==> config.mk <==
export PLATFORM = sky130hd
export DESIGN_NAME = router_dest_reader
export DESIGN_NICKNAME = d
export VERILOG_FILES = /design/src/rtl/router_dest_reader.sv
export SDC_FILE = /design/constraint.sdc
export NUM_CORES = 1
export LEC_CHECK = 0
export ABC_AREA = 1
export BUFFER_PORTS_ARGS = -buffer_cell sky130_fd_sc_hd__buf_2
export CAP_MARGIN = 20
export CORE_UTILIZATION = 50
export DETAILED_ROUTE_END_ITERATION = 10
export PLACE_DENSITY_LB_ADDON = 0.2
export SKIP_LAST_GASP = 1
export SLEW_MARGIN = 10
export SYNTH_ARGS = -nofsm -noshare
export SYNTH_HDL_FRONTEND = slang
export SYNTH_SLANG_ARGS = --single-unit
export TNS_END_PERCENT = 10
==> constraint.sdc <==
create_clock -name clock -period 1.62 [get_ports clock]
set_input_delay 0.162 -clock clock [delete_from_list [all_inputs] [get_ports clock]]
set_output_delay 0.162 -clock clock [all_outputs]
set_load 0.01 [all_outputs]
==> src/rtl/router_dest_reader.sv <==
// -----------------------------------------------------------------------------
// router_dest_reader
//
// Read-side agent for one router output channel FIFO. It issues read strobes
// whenever the FIFO is non-empty and the consumer is ready, tracks the reads
// still in flight, and rebuilds the returned byte stream into packets:
//   header (addr = d[1:0], len = d[7:2]), len payload bytes, then one parity
//   byte equal to the XOR of header and payload.
// Framed bytes, sop/eop markers, a per-packet done/error pulse and saturating
// packet/error counters are presented to the downstream consumer.
//
// Ports
//   clock       in   system clock, rising edge
//   reset       in   synchronous active-high reset
//   vld_out     in   channel FIFO non-empty
//   data_out    in   channel FIFO read data, valid RD_LAT cycles after read_enb
//   sink_ready  in   consumer can accept bytes
//   flush       in   drop packet in progress and all in-flight bytes
//   read_enb    out  FIFO read strobe
//   byte_out    out  delivered byte
//   byte_valid  out  byte_out valid this cycle
//   sop / eop   out  byte_out is header / parity byte
//   pkt_addr    out  header[1:0] of current packet (held until next header)
//   pkt_len     out  header[7:2] of current packet (held until next header)
//   pkt_done    out  one-cycle pulse alongside the eop byte
//   parity_err  out  with pkt_done: computed parity differs from received
//   pkt_count   out  completed packets, saturating
//   err_count   out  parity errors, saturating
// -----------------------------------------------------------------------------
module router_dest_reader #(
    parameter int RD_LAT = 2,
    parameter int CNT_W  = 8
) (
    input  logic             clock,
    input  logic             reset,
    input  logic             vld_out,
    input  logic [7:0]       data_out,
    input  logic             sink_ready,
    input  logic             flush,
    output logic             read_enb,
    output logic [7:0]       byte_out,
    output logic             byte_valid,
    output logic             sop,
    output logic             eop,
    output logic [1:0]       pkt_addr,
    output logic [5:0]       pkt_len,
    output logic             pkt_done,
    output logic             parity_err,
    output logic [CNT_W-1:0] pkt_count,
    output logic [CNT_W-1:0] err_count
);

    typedef enum logic [1:0] {
        S_HDR     = 2'd0,
        S_PAYLOAD = 2'd1,
        S_PARITY  = 2'd2
    } state_t;

    state_t            r_state;
    state_t            w_state_next;
    logic [RD_LAT-1:0] r_pipe;
    logic [7:0]        r_acc;
    logic [5:0]        r_rem;
    logic              w_arrive;
    logic              w_is_hdr;
    logic              w_is_par;

    // Reads are withheld during flush and reset so nothing new enters the
    // pipe while it is being cleared.
    assign read_enb = vld_out & sink_ready & ~flush & ~reset;

    // In-flight tracker: stage gi is high for a read issued gi+1 cycles ago,
    // so the last stage marks the cycle the FIFO data is on data_out.
    for (genvar gi = 0; gi < RD_LAT; gi++) begin : g_pipe
        if (gi == 0) begin : g_head
            always_ff @(posedge clock) begin
                if (reset || flush) r_pipe[gi] <= 1'b0;
                else                r_pipe[gi] <= read_enb;
            end
        end else begin : g_tail
            always_ff @(posedge clock) begin
                if (reset || flush) r_pipe[gi] <= 1'b0;
                else                r_pipe[gi] <= r_pipe[gi-1];
            end
        end
    end

    // A byte landing in the flush cycle came from an earlier read and is dropped.
    assign w_arrive = r_pipe[RD_LAT-1] & ~flush;
    assign w_is_hdr = w_arrive && (r_state == S_HDR);
    assign w_is_par = w_arrive && (r_state == S_PARITY);

    // ---------------- FSM: state register ----------------
    always_ff @(posedge clock) begin
        if (reset) r_state <= S_HDR;
        else       r_state <= w_state_next;
    end

    // ---------------- FSM: next state ----------------
    always_comb begin
        w_state_next = r_state;
        if (flush) begin
            w_state_next = S_HDR;
        end else if (w_arrive) begin
            case (r_state)
                S_HDR:     w_state_next = (data_out[7:2] == 6'd0) ? S_PARITY : S_PAYLOAD;
                S_PAYLOAD: w_state_next = (r_rem == 6'd1) ? S_PARITY : S_PAYLOAD;
                S_PARITY:  w_state_next = S_HDR;
                default:   w_state_next = S_HDR;
            endcase
        end
    end

    // ---------------- Datapath and registered outputs ----------------
    always_ff @(posedge clock) begin
        if (reset) begin
            byte_out   <= 8'd0;
            byte_valid <= 1'b0;
            sop        <= 1'b0;
            eop        <= 1'b0;
            pkt_done   <= 1'b0;
            parity_err <= 1'b0;
            pkt_addr   <= 2'd0;
            pkt_len    <= 6'd0;
            pkt_count  <= '0;
            err_count  <= '0;
            r_acc      <= 8'd0;
            r_rem      <= 6'd0;
        end else begin
            byte_valid <= w_arrive;
            sop        <= w_is_hdr;
            eop        <= w_is_par;
            pkt_done   <= w_is_par;
            parity_err <= w_is_par && (r_acc != data_out);

            if (w_arrive) byte_out <= data_out;

            if (w_is_hdr) begin
                pkt_addr <= data_out[1:0];
                pkt_len  <= data_out[7:2];
                r_acc    <= data_out;
                r_rem    <= data_out[7:2];
            end

            if (w_arrive && (r_state == S_PAYLOAD)) begin
                r_acc <= r_acc ^ data_out;
                r_rem <= r_rem - 6'd1;
            end

            if (w_is_par) begin
                if (pkt_count != '1) pkt_count <= pkt_count + CNT_W'(1);
                if ((r_acc != data_out) && (err_count != '1))
                    err_count <= err_count + CNT_W'(1);
            end
        end
    end

endmodule

==> impl_results.md <==
* Setup-failing EPs final at 0
* Synth top area cells: dfxtp_1, nand2_1, nor2_1
* Initial Util at a little over half
* Post-route cell area at ~3100 sq um
* Sequential share of the synthesized area at 43.0%
* NetSw at about 500 uW
* RSZ-0062 raised after global routing: yes
* M1 WL at 2.67 mm
* Status: finished clean
* Vias at 2,349
* Die extent in y at around 73 um
* Synth top area share at between 40% and 50%
* Reg2reg start: err_count[1]
* Placed cell count at approximately 470
* Synth Area per Inst at 7.29 sq um
* Worst setup SP type: register
* Sequential share of power at just over 60%
* Worst-path clk slew at ~0.09 ns
* Max Cap Viol at 0
* Htree depth at 2
* Count of state elements after synthesis at 54
* WL met2 at around 2.8 mm
* Peak supply drop at about 470 uV
* Worst slew pin tran at approximately 0.51 ns
* Max-slew violations at 0
* Gr ovfl total at 0
* Comb pwr share at 5.0%
* Hold Path Class: input pin to register
* Area delta synth->final at 21.6%
* Final core utilization at 63.9%
* Global-route wire length before repair at approximately 9.5 mm
* Post-DRT Antenna Nets at 0
* Synth warnings at 0
* Hold wc startpoint: sink_ready
* CTS Buf Count at 5
* Fin nets at between 400 and 500
* Lkg Pwr at 0.00140 uW
* Unique cell type count in the Yosys netlist at 33
* Hold depth at 3
* Internal at 1660 uW
* Clk pwr share at approximately a third
* Dpl hpwl at 4.22 mm
* I/O Buffers at 50
* Worst Reg2Reg Path Length in Cells at 7
* CP Capture Type: register
* Largest net degree at the start of global routing at 24
* DR WL met3 at ~240 um
* GRT Util Overall at 22.9%
* Rel. slew slack at between 60% and 70%
* Vias in the first global route at approximately 2,100
* Power Density at about 710 nW/um^2
* Dpl cell area at ~2900 sq um
* Fmax at roughly 660 MHz
* Skew final at roughly 0.0068 ns
* R2r endpoint: err_count[3]
* Die area at approximately 5300 sq um
* I/O pins at ~50
* Area of the multi-input gates at 1240 sq um
* Biggest area consumer among synthesized cells: dfxtp_1
* Drc violations at 0
* Crit path kind: register to register
* Worst-skew pair later-pin latency at approximately 0.30 ns
* R2R Setup Slk at around 0.094 ns
* Vias/cell at slightly below 5
* Syn Inst Count at 345
* Ant diodes at 0
* Syn Nets at ~360
* Worst path required time at 1.81 ns
* Worst EP arrival at ~1.7 ns
* Site Rows at 25
* Proportion of layout cells with a drive suffix above 1 at 22.6%
* Sw Ratio at between 20% and 30%
* Filler cell count at 437
* Period minus WS final at between 1.5 and 2 ns
* Max clock buf depth at 2
* Die width at between 70 and 80 um
* Fraction of registers with async set/reset at 0%
* Non-Filler Instances at approximately 480
* Clock Root Buffer: clkbuf_8
* Period utilization at roughly 94%
* Final Hold Violating Endpoints at 0
* Number of synthesized flops with an enable pin at 0
* Most common cell after layout, fill and taps aside: nand2_1
* Top FF cell, synth: dfxtp_1
* Hold-fix buffers at CTS at 0
* Per-cell routed wire length at ~12 um
* Starting DRC count in detailed routing at 118
* Most frequent cells in the layout: nand2_1, dfxtp_1, buf_2, nor2_1, inv_1
* Uppermost layer routed: met4
* Max FO, Critical Path at 4
* Drt pass-1 iters at 4
* Mapped Area at 2520 sq um
* Routed WL at about 5.7 mm
* Seq. cell area at roughly 1100 sq um
* Hold worst-path end: r_pipe[0]
* GP Congestion at between 0.8 and 0.9
* Core area at 4790 sq um
* CTS tree: built
* Initial antenna violation count at 0
* Clk sink count at 54
-- kinds of logic after synthesis --
group | after synthesis | share of synthesized area, %
buf+inv | 54 | 8.55
compound gates | 67 | 15.1
flops | 54 | 43.0
xor+xnor | 12 | 4.18
fa+ha+maj | 4 | 1.99
simple gates | 154 | 27.2
-- worst max-delay path by stage --
| stage | startpoint | end | slack [ns] | cells after the start |
|---|---|---|---|---|
| floorplan | pkt_count[0] | pkt_count[6] | 0.09 | 9 |
| global placement | pkt_count[1] | pkt_count[6] | 0.12 | 9 |
| detailed placement | pkt_count[1] | pkt_count[6] | 0.06 | 9 |
| CTS | pkt_count[1] | pkt_count[6] | 0.03 | 9 |
| global route | err_count[1] | err_count[0] | -0.07 | 8 |
| finish | err_count[1] | err_count[3] | 0.09 | 7 |
-- registers in the layout, indices dropped and copies added (netlist names) --
register    count
r_acc           8
sop             1
pkt_done        1
r_rem           6
byte_out        8
pkt_addr        2
byte_valid      1
r_state         2
pkt_len         6
pkt_count       8
r_pipe          2
parity_err      1
err_count       8
-- power by group through the flow --
stage | clock network, uW | registers, uW | logic [uW]
floorplan | 0 | 1370 | 61.6
global placement | 0 | 1370 | 107
detailed placement | 0 | 1370 | 108
CTS | 737 | 1340 | 109
global route | 796 | 1340 | 123
finish | 723 | 1340 | 109
-- per-stage QoR --
stage | hold slack, ns | worst slack, ns | total power [uW] | setup TNS [ns]
final | 0.100 | 0.0939 | 2170 | 0
after global routing | 0.0940 | -0.0650 | 2260 | -0.419
after CTS | 0.0918 | 0.0311 | 2180 | 0
after detailed placement | 0.407 | 0.0562 | 1480 | 0
after global placement | 0.395 | 0.124 | 1470 | 0
after floorplan | 0.306 | 0.0867 | 1430 | 0
-- worst max-delay path: stages (launching register included) --
cell and delay [ns]:
dfxtp_1 0.37, ha_1 0.19, nand2_1 0.11, nor3_4 0.22
nand3_2 0.17, buf_4 0.19, nand4_1 0.09, a21oi_1 0.07
-- final cells by class --
type                            count  share of cell area, %
Sequential cell                    54                   35.4
Timing Repair Buffer               70                   13.5
Clock inverter                      2                  0.327
Inverter                           43                   5.32
Clock buffer                        5                   2.25
Tap cell                           67                   2.74
Multi-Input combinational cell    237                   40.5
-- timing repair --
item | in CTS | in global routing
buffers inserted | 0 | 2
endpoints found under the setup margin | 0 | 15
resized for setup | 0 | 4
-- routing by layer --
| layer | vias to the layer above | GRT usage, % |
|---|---|---|
| met1 | 1047 | 30.3 |
| met2 | 49 | 39.9 |
| li1 | 1249 | - |
| met4 | 0 | 3.92 |
| met3 | 4 | 3.73 |
| met5 | - | 0 |
-- synth_stat cells, types with 3 or more instances --
cell      number
inv_1         41
or2_2          3
ha_1           4
nand2_1       75
a211oi_1       7
dfxtp_1       54
buf_2          3
o21ai_0       26
nor2_1        43
nand4_1        8
nand3_1       11
xnor2_1        4
xor2_1         8
clkbuf_1       5
a221oi_1       5
a21oi_1       24
Power figures use the tool's default switching activity.
